==> src/rtl/fifo_reader_pkg.sv <==
// Shared types and constants for fifo_reader and its skid buffer.
package fifo_reader_pkg;

   localparam int SKID_DEPTH = 2;
   localparam int RD_LATENCY = 1;

   typedef enum logic [1:0] {EMPTY, ONE, TWO} skid_state_t;

endpackage

==> src/rtl/fifo_reader_if.sv <==
// FIFO read port plus valid/ready output stream; master is the reader side.
interface fifo_reader_if #(parameter int WIDTH = 8);
   logic             empty;
   logic [WIDTH-1:0] dout;
   logic             pop;
   logic             m_valid;
   logic             m_ready;
   logic [WIDTH-1:0] m_data;

   modport master (input empty, input dout, output pop,
                   output m_valid, input m_ready, output m_data);
   modport slave  (output empty, output dout, input pop,
                   input m_valid, output m_ready, input m_data);
endinterface

==> src/rtl/fifo_reader_skid_buf.sv <==
// Two-entry register skid buffer: head slot drives the output, tail absorbs one extra word.
module skid_buf
   import fifo_reader_pkg::*;
#(
   parameter int WIDTH = 8
) (
   input  logic             clk,
   input  logic             clear_i,
   input  logic             push_i,
   input  logic [WIDTH-1:0] push_data_i,
   input  logic             pop_i,
   output skid_state_t      cnt_o,
   output logic             valid_o,
   output logic [WIDTH-1:0] head_o
);

   skid_state_t      cnt_q, cnt_d;
   logic             valid_q;
   logic [WIDTH-1:0] head_q, head_d;
   logic [WIDTH-1:0] tail_q, tail_d;

   always_comb begin
      cnt_d  = cnt_q;
      head_d = head_q;
      tail_d = tail_q;
      unique case ({push_i, pop_i})
         2'b10: begin
            if (cnt_q == EMPTY) begin
               head_d = push_data_i;
               cnt_d  = ONE;
            end else if (cnt_q == ONE) begin
               tail_d = push_data_i;
               cnt_d  = TWO;
            end
         end
         2'b01: begin
            if (cnt_q == ONE) begin
               cnt_d = EMPTY;
            end else if (cnt_q == TWO) begin
               head_d = tail_q;
               cnt_d  = ONE;
            end
         end
         // Push and pop together: occupancy is unchanged, the queue just advances.
         2'b11: begin
            if (cnt_q == ONE) begin
               head_d = push_data_i;
            end else if (cnt_q == TWO) begin
               head_d = tail_q;
               tail_d = push_data_i;
            end
         end
         default: ;
      endcase
   end

   always_ff @(posedge clk) begin
      if (clear_i) begin
         cnt_q   <= EMPTY;
         valid_q <= 1'b0;
         head_q  <= '0;
         tail_q  <= '0;
      end else begin
         cnt_q   <= cnt_d;
         valid_q <= (cnt_d != EMPTY);
         head_q  <= head_d;
         tail_q  <= tail_d;
      end
   end

   assign cnt_o   = cnt_q;
   assign valid_o = valid_q;
   assign head_o  = head_q;

endmodule

==> src/rtl/fifo_reader.sv <==
// Read-side consumer for async_fifo: pops, captures dout a cycle later, streams through a skid buffer.
// Optional delivered-word counter port rd_cnt is built when FIFO_READER_CNT_EN is defined.
module fifo_reader
   import fifo_reader_pkg::*;
#(
   parameter int WIDTH = 8
) (
   input  logic          rclk,
   input  logic          rst,
   input  logic          flush,
   fifo_reader_if.master bus
`ifdef FIFO_READER_CNT_EN
   ,
   output logic [15:0]   rd_cnt
`endif
);

   skid_state_t      cnt;
   logic             valid;
   logic [WIDTH-1:0] head;
   logic             inflight_q, inflight_d;
   logic             fire;
   logic             pop;
   logic [2:0]       occ;

   assign fire = valid && bus.m_ready;
   assign occ  = 3'(cnt) + 3'(inflight_q);
   // A slot freed by this cycle's fire lets the pop go out now, keeping full throughput.
   assign pop  = !rst && !flush && !bus.empty && ((occ < 3'(SKID_DEPTH)) || fire);
   assign inflight_d = pop;

   always_ff @(posedge rclk) begin
      if (rst) begin
         inflight_q <= 1'b0;
      end else begin
         inflight_q <= inflight_d;
      end
   end

   skid_buf #(.WIDTH(WIDTH)) u_skid (
      .clk         (rclk),
      .clear_i     (rst || flush),
      .push_i      (inflight_q),
      .push_data_i (bus.dout),
      .pop_i       (fire),
      .cnt_o       (cnt),
      .valid_o     (valid),
      .head_o      (head)
   );

   assign bus.pop     = pop;
   assign bus.m_valid = valid;
   assign bus.m_data  = head;

`ifdef FIFO_READER_CNT_EN
   logic [15:0] rd_cnt_q, rd_cnt_d;

   assign rd_cnt_d = fire ? rd_cnt_q + 16'd1 : rd_cnt_q;

   always_ff @(posedge rclk) begin
      if (rst) begin
         rd_cnt_q <= '0;
      end else begin
         rd_cnt_q <= rd_cnt_d;
      end
   end

   assign rd_cnt = rd_cnt_q;
`endif

   a_no_overflow: assert property (@(posedge rclk) disable iff (rst)
      occ <= 3'(SKID_DEPTH));
   a_inflight_tracks_pop: assert property (@(posedge rclk) disable iff (rst)
      inflight_q == $past(pop, RD_LATENCY));

endmodule
==> src/flat_wrapper.sv <==
// flat-port wrapper written by rule: the top's interface ports become plain ports
module fifo_reader_flat import fifo_reader_pkg::*;
#(
   parameter int WIDTH = 8
)
  (rclk, rst, flush, bus_empty, bus_dout, bus_pop, bus_m_valid, bus_m_ready, bus_m_data);
  fifo_reader_if #(.WIDTH(WIDTH)) bus_i ();
  input  logic rclk;
  input  logic rst;
  input  logic flush;
  input wire logic [$bits(bus_i.empty)-1:0] bus_empty;
  input wire logic [$bits(bus_i.dout)-1:0] bus_dout;
  output wire logic [$bits(bus_i.pop)-1:0] bus_pop;
  output wire logic [$bits(bus_i.m_valid)-1:0] bus_m_valid;
  input wire logic [$bits(bus_i.m_ready)-1:0] bus_m_ready;
  output wire logic [$bits(bus_i.m_data)-1:0] bus_m_data;
  assign bus_i.empty = bus_empty;
  assign bus_i.dout = bus_dout;
  assign bus_pop = bus_i.pop;
  assign bus_m_valid = bus_i.m_valid;
  assign bus_i.m_ready = bus_m_ready;
  assign bus_m_data = bus_i.m_data;
  fifo_reader #(.WIDTH(WIDTH)) u_core (.rclk(rclk), .rst(rst), .flush(flush), .bus(bus_i));
endmodule
==> config.mk <==
export PLATFORM = sky130hd
export DESIGN_NAME = fifo_reader_flat
export DESIGN_NICKNAME = d
export VERILOG_FILES = /design/src/rtl/fifo_reader_pkg.sv /design/src/rtl/fifo_reader_if.sv /design/src/rtl/fifo_reader_skid_buf.sv /design/src/rtl/fifo_reader.sv /design/src/flat_wrapper.sv
export SDC_FILE = /design/constraint.sdc
export NUM_CORES = 1
export LEC_CHECK = 0
export CAP_MARGIN = 20
export CORE_MARGIN = 3
export CORE_UTILIZATION = 30
export DETAILED_ROUTE_END_ITERATION = 12
export GPL_TIMING_DRIVEN = 1
export HOLD_SLACK_MARGIN = 0.02
export SETUP_SLACK_MARGIN = 0.2
export SYNTH_ARGS = -nofsm -noshare
export SYNTH_HDL_FRONTEND = slang
export SYNTH_SLANG_ARGS = --single-unit
==> constraint.sdc <==
create_clock -name rclk -period 3.2 [get_ports rclk]
set_clock_uncertainty 0.15 [all_clocks]
set_input_delay 0.64 -clock rclk [delete_from_list [all_inputs] [get_ports rclk]]
set_output_delay 0.64 -clock rclk [all_outputs]
set_load 0.005 [all_outputs]
==> results of run 1 <==
## worst paths after layout
kind | to | slack (ns) | start
hold / removal | u_core.u_skid.tail_q[7]$_SDFFE_PP0P_ | 0.32 | u_core.u_skid.tail_q[7]$_SDFFE_PP0P_
setup reg to reg | u_core.u_skid.head_o[4]$_SDFFE_PP0P_ | 1.06 | u_core.u_skid.valid_o$_SDFF_PP0_
setup / recovery | bus_pop | 0.32 | bus_m_ready
hold reg to reg | u_core.u_skid.tail_q[7]$_SDFFE_PP0P_ | 0.32 | u_core.u_skid.tail_q[7]$_SDFFE_PP0P_
## registers in the layout (all words and copies together), names as in the netlist
signal                 flops
u_core.u_skid.cnt_o        2
u_core.u_skid.tail_q       8
u_core.u_skid.head_o       8
u_core.inflight_q          1
u_core.u_skid.valid_o      1
## cell type report
class                   count  area share
clock buffers               3      0.0282
flip-flops and latches     20       0.273
clock inverters             1      0.0205
well taps                  46      0.0392
multi-input cells         100       0.461
inverters                   7      0.0179
repair buffers             24       0.160
## metal layers
layer | vias up | global-route usage | share of wire
met1 | 488 | 0.182 | 0.46
li1 | 533 | - | -
met3 | 0 | 0.0438 | 0.069
met5 | - | 0 | 0
met2 | 30 | 0.245 | 0.47
met4 | 0 | 0.0228 | 0
## cells by family (layout without fill, tap and decap cells)
logic type | after synthesis | in the layout
muxes | 8 | 8
adders and majority gates | 9 | 9
AOI/OAI and AO/OA | 61 | 61
buffers and inverters | 10 | 35
DFF | 20 | 20
and+or+nand+nor | 22 | 22
## power by group through the flow
stage               logic (mW)  registers [mW]  clock network (mW)
finish                  0.0639           0.258               0.254
global placement        0.0623           0.264                   0
floorplan               0.0308           0.263                   0
global route            0.0711           0.259               0.272
detailed placement      0.0638           0.264                   0
CTS                     0.0643           0.258               0.260
## synthesized netlist by cell type (2+ instances only)
master | instances | area, sq um
mux2i_1 | 8 | 80.1
nand2_1 | 2 | 7.51
o211ai_1 | 2 | 15.0
ha_1 | 9 | 113
nor2_1 | 2 | 7.51
o21ai_1 | 5 | 25.0
nand3_1 | 8 | 40.0
nor3_1 | 3 | 15.0
nand3b_1 | 2 | 15.0
inv_1 | 7 | 26.3
a21oi_1 | 35 | 175
o211a_1 | 3 | 30.0
dfxtp_1 | 20 | 400
o21ai_0 | 13 | 65.1
nor3b_4 | 2 | 37.5
## stage by stage
step | instance area [sq um] | std cells | total power [mW] | hold slack (ns) | setup slack [ns]
2_1_floorplan | 1120 | 130 | 0.294 | 0.293 | 1.12
3_3_place_gp | 1400 | 197 | 0.326 | 0.302 | 0.362
3_5_place_dp | 1400 | 197 | 0.328 | 0.313 | 0.323
4_1_cts | 1470 | 201 | 0.582 | 0.325 | 0.307
5_1_grt | 1470 | 201 | 0.601 | 0.345 | 0.211
6_report | 1470 | 201 | 0.576 | 0.321 | 0.323
## worst reg2reg max path, stage by stage (launching register included)
cell	delay (ns)
dfxtp_1	0.32
and2_1	0.22
ha_1	0.32
nor3_1	0.10
a221oi_2	0.46
buf_4	0.26
o21ai_0	0.09
a21oi_1	0.16
==> metrics, run 1 <==
outcome finished clean; CP arrival 2.09 ns; Flop pwr share 0.448; Vias 1,051; first-pass iteration count of the detailed router 4; final WL 2.84 mm; CTS Root Cell clkbuf_8; xor-xnor portion of the synthesized cell area 0; post-synthesis instance area 0.00112 sq mm; number of global-route vias before repair 1,112; main combinational cell family by area after synthesis compound AO/OA/AOI/OAI gates; setup_tns 0 ns; slew margin rel. 0.533; critical path type primary input to primary output; Tcrit/Tclk final 0.899; first-pass GRT wire length 5.03 mm; Placement Rows 21; layout filler cell count 365; Final setup violation count 0; vias per cell 5.23; critical path endpoint category primary output; Post-Synth Simple-Gate Area 0.126; CP delay by family, top buffers and inverters; Lkg Pwr 0.503 nW; Critical Path Max Stage Delay 0.53 ns; commonest non-fill, non-tap cell in the layout a21oi_1; CP Data Required Time 2.41 ns; asr flop ratio synth 0; most frequent CP cell clkdlybuf4s50_1; combinational cell fraction of total power 0.111; GRT Total Usage 0.145; # diodes 0; post-DP HPWL 2.10 mm; Synth Register Bits 20; fin util 0.423; Power Density 393 mW/mm^2; crit start category primary input; Clock power frac 0.441; largest net degree at the start of global routing 13; IO buf count 22; Power Internal 0.455 mW; Post-route DRC 0; Seq/Total Area, Yosys 0.358; Worst VDD drop 0.286 mV; adder and majority gate portion of the synthesized area 0.101; EDFF count, synth 0; CTS clock-pin slew for the worst setup and hold paths 0.07 ns; Final Hold Violating Endpoints 0; max cap viols 0; 1st-iter DRT viols 44; post-synthesis mux area share 0.0716; Area growth syn-to-layout 31.1%; Post-Syn Area per Cell 8.60 sq um; Num Clock Sinks 20; hold depth 2; Die ar. 0.00450 sq mm; post-synthesis compound-gate area fraction 0.305; Synth Warn # 0; gr ovfl total 0; gate count of the mapped netlist 130; Fmax 348 MHz; Die W 67.1 um; Die H 67.1 um; I/O Pins 23; area of the core 0.00347 sq mm; commonest cells after routing, fill and taps aside 35 x a21oi_1, 22 x clkdlybuf4s50_1, 20 x dfxtp_1; Layout Nets 178; Worst Path Buf+Inv 2; Crit path depth 5; Worst path slowest cell clkdlybuf4s50_1; worst skew pair latency 0.25 ns; Post-Syn Nets 152; RSZ-0062 raised after global routing no; clock period minus worst slack 2.88 ns; CTS HTree Levels 1; Crit Path Max Fanout 5; CTS Buffer Depth 2; post-CTS sizing 0; Worst Reg-to-Reg Cells 7; ys flop type dfxtp_1; register area 400 sq um; post-route ant nets 0; Tightest Pin Transition 0.698 ns; Starting Density 0.323; gp weighted congestion 0.755; crit path cell chain clkdlybuf4s50_1 > and2_1 > nor2_1 > nor3_1 > clkdlybuf4s50_1; CTS buffer count 3; share of layout cells above drive strength 1 0.0645; fin. max-slew vios 0; CTS tree built; Switching Fraction 0.211; Hold/Removal Path Class register to register; hold_buf cts 0; Psw 0.121 mW; initial antenna violation count 0; WL per Instance 14.1 um; post-CTS setup buffer count 0; synth unique cells 24; Multi-input gate area 676 sq um
Power figures use the tool's default switching activity.
==> run 2: changes to the inputs <==
--- a/config.mk
+++ b/config.mk
@@ -5,12 +5,14 @@
 export SDC_FILE = /design/constraint.sdc
 export NUM_CORES = 1
 export LEC_CHECK = 0
+export ABC_CLOCK_PERIOD_IN_PS = 3200
 export CAP_MARGIN = 20
 export CORE_MARGIN = 3
-export CORE_UTILIZATION = 30
+export CORE_UTILIZATION = 42
 export DETAILED_ROUTE_END_ITERATION = 12
 export GPL_TIMING_DRIVEN = 1
 export HOLD_SLACK_MARGIN = 0.02
+export PLACE_DENSITY = 0.68
 export SETUP_SLACK_MARGIN = 0.2
 export SYNTH_ARGS = -nofsm -noshare
 export SYNTH_HDL_FRONTEND = slang
==> run 2 against run 1 <==
  * Maximum frequency shrank 1.5%
  * Largest power group unchanged
  * Global-route usage grew 3.6 points
  * Sequential share of layout area grew 0.60 points
  * Design area shrank 2.1%
  * First-iteration DRC count shrank 18%
  * Utilization grew 15 points
  * Register-to-register slack gained 0.16 ns
  * Critical path depth shrank 1
  * Via count grew 3.0%
==> metrics, run 2 (synthesis results as in run 1) <==
outcome finished clean; commonest non-fill, non-tap cell in the layout a21oi_1; Die ar. 0.00332 sq mm; share of layout cells above drive strength 1 0.0705; Switching Fraction 0.219; Hold/Removal Path Class register to register; Psw 0.116 mW; Worst VDD drop 0.289 mV; Post-route DRC 0; CP arrival 2.13 ns; Area growth syn-to-layout 28.3%; WL per Instance 15.0 um; CTS buffer count 3; Power Internal 0.414 mW; gr ovfl total 0; Power Density 370 mW/mm^2; Die H 57.6 um; number of global-route vias before repair 1,030; clock period minus worst slack 2.92 ns; post-DP HPWL 2.01 mm; Final Worst Setup Slack 0.279 ns; Worst Path Buf+Inv 2; I/O Pins 23; critical path type primary input to primary output; Lkg Pwr 0.499 nW; commonest cells after routing, fill and taps aside 35 x a21oi_1, 22 x clkdlybuf4s50_1, 20 x dfxtp_1; post-CTS sizing 0; layout filler cell count 236; critical path endpoint category primary output; Final Hold Violating Endpoints 0; largest net degree at the start of global routing 17; crit start category primary input; Clock power frac 0.394; CP Data Required Time 2.41 ns; vias per cell 5.82; CP delay by family, top buffers and inverters; hold_buf cts 0; Vias 1,083; CTS clock-pin slew for the worst setup and hold paths 0.13 ns; worst skew pair latency 0.31 ns; gp weighted congestion 0.806; RSZ-0062 raised after global routing no; GRT Total Usage 0.181; most frequent CP cell clkdlybuf4s50_1; Worst path slowest cell clkdlybuf4s50_1; Final setup violation count 0; pre-CTS setup slack 0.268 ns; slew margin rel. 0.541; CTS HTree Levels 1; setup_tns 0 ns; Final Cell Area 0.00144 sq mm; Die W 57.6 um; Num Clock Sinks 20; CTS tree built; max cap viols 0; combinational cell fraction of total power 0.119; Crit Path Max Fanout 11; Fmax 342 MHz; Starting Density 0.447; fin. max-slew vios 0; first-pass iteration count of the detailed router 4; first-pass GRT wire length 4.69 mm; post-CTS setup buffer count 0; Flop pwr share 0.486; Critical Path Max Stage Delay 0.52 ns; CTS Buffer Depth 2; 1st-iter DRT viols 36; IO buf count 22; post-route ant nets 0; final WL 2.79 mm; initial antenna violation count 0; Placement Rows 18; Tcrit/Tclk final 0.913; Layout Nets 179; # diodes 0; Tightest Pin Transition 0.686 ns; crit path cell chain clkdlybuf4s50_1 > or2_2 > nor3_1 > clkdlybuf4s50_1; area of the core 0.00250 sq mm; Area after DPL 0.00138 sq mm; CTS Root Cell clkbuf_4
-- run 2: cell count changes in the layout (fill, tap and decap cells not counted) --
cell      change
buf_4         +1
clkbuf_4      +3
clkbuf_8      -3
-- run 2: layer usage --
metal	track usage	part of all wire	up-vias
met4	0.0795	0.013	0
met1	0.241	0.45	521
met3	0.0249	0.040	4
met5	0	0	-
li1	-	-	535
met2	0.289	0.50	23
-- run 2: worst paths after layout --
kind                                                           start                              endpoint  slack, ns  cells past startpoint
worst max-delay path                                           flush                               bus_pop       0.28                      4
worst min-delay path            u_core.u_skid.tail_q[4]$_SDFFE_PP0P_  u_core.u_skid.tail_q[4]$_SDFFE_PP0P_       0.33                      2
worst max register to register      u_core.u_skid.valid_o$_SDFF_PP0_  u_core.u_skid.tail_q[2]$_SDFFE_PP0P_       1.22                      6
worst min register to register  u_core.u_skid.tail_q[4]$_SDFFE_PP0P_  u_core.u_skid.tail_q[4]$_SDFFE_PP0P_       0.33                      2
-- run 2: through the flow --
stage	instances	hold WS, ns	utilization	total power, mW
2_1_floorplan	130	0.293	-	0.294
3_3_place_gp	182	0.309	0.553	0.325
3_5_place_dp	182	0.311	0.553	0.327
4_1_cts	186	0.329	0.574	0.535
5_1_grt	186	0.356	0.574	0.551
6_report	186	0.330	0.574	0.531
-- run 2: area by class of cell --
class,count,area [sq um],area share
sequential,20,400,0.279
inverter,7,26.3,0.0183
timing repair buffer,25,243,0.169
clock inverter,1,30.0,0.0209
multi-input combinational,100,676,0.471
tap,30,37.5,0.0262
clock buffer,3,22.5,0.0157
-- run 2: power groups by stage --
| stage | sequential [mW] | clock [mW] | combinational, mW |
|---|---|---|---|
| floorplan | 0.263 | 0 | 0.0308 |
| global placement | 0.263 | 0 | 0.0616 |
| detailed placement | 0.264 | 0 | 0.0629 |
| CTS | 0.258 | 0.213 | 0.0635 |
| global route | 0.259 | 0.222 | 0.0696 |
| finish | 0.258 | 0.209 | 0.0633 |
-- run 2: tightest hold or removal path: cells and delay by family (launching register included) --
kind / cells / cell delay [ns]
AO/OA/AOI/OAI: 1 / 0.05
flip-flops: 1 / 0.34
AND/OR/NAND/NOR: 1 / 0.06
==> run 3: changes to the inputs <==
--- a/config.mk
+++ b/config.mk
@@ -9,6 +9,7 @@
 export CAP_MARGIN = 20
 export CORE_MARGIN = 3
 export CORE_UTILIZATION = 42
+export CTS_BUF_LIST = sky130_fd_sc_hd__clkbuf_4
 export DETAILED_ROUTE_END_ITERATION = 12
 export GPL_TIMING_DRIVEN = 1
 export HOLD_SLACK_MARGIN = 0.02
==> results of run 3 <==
The final DEF is identical to that of run 2; final timing and power are the same.
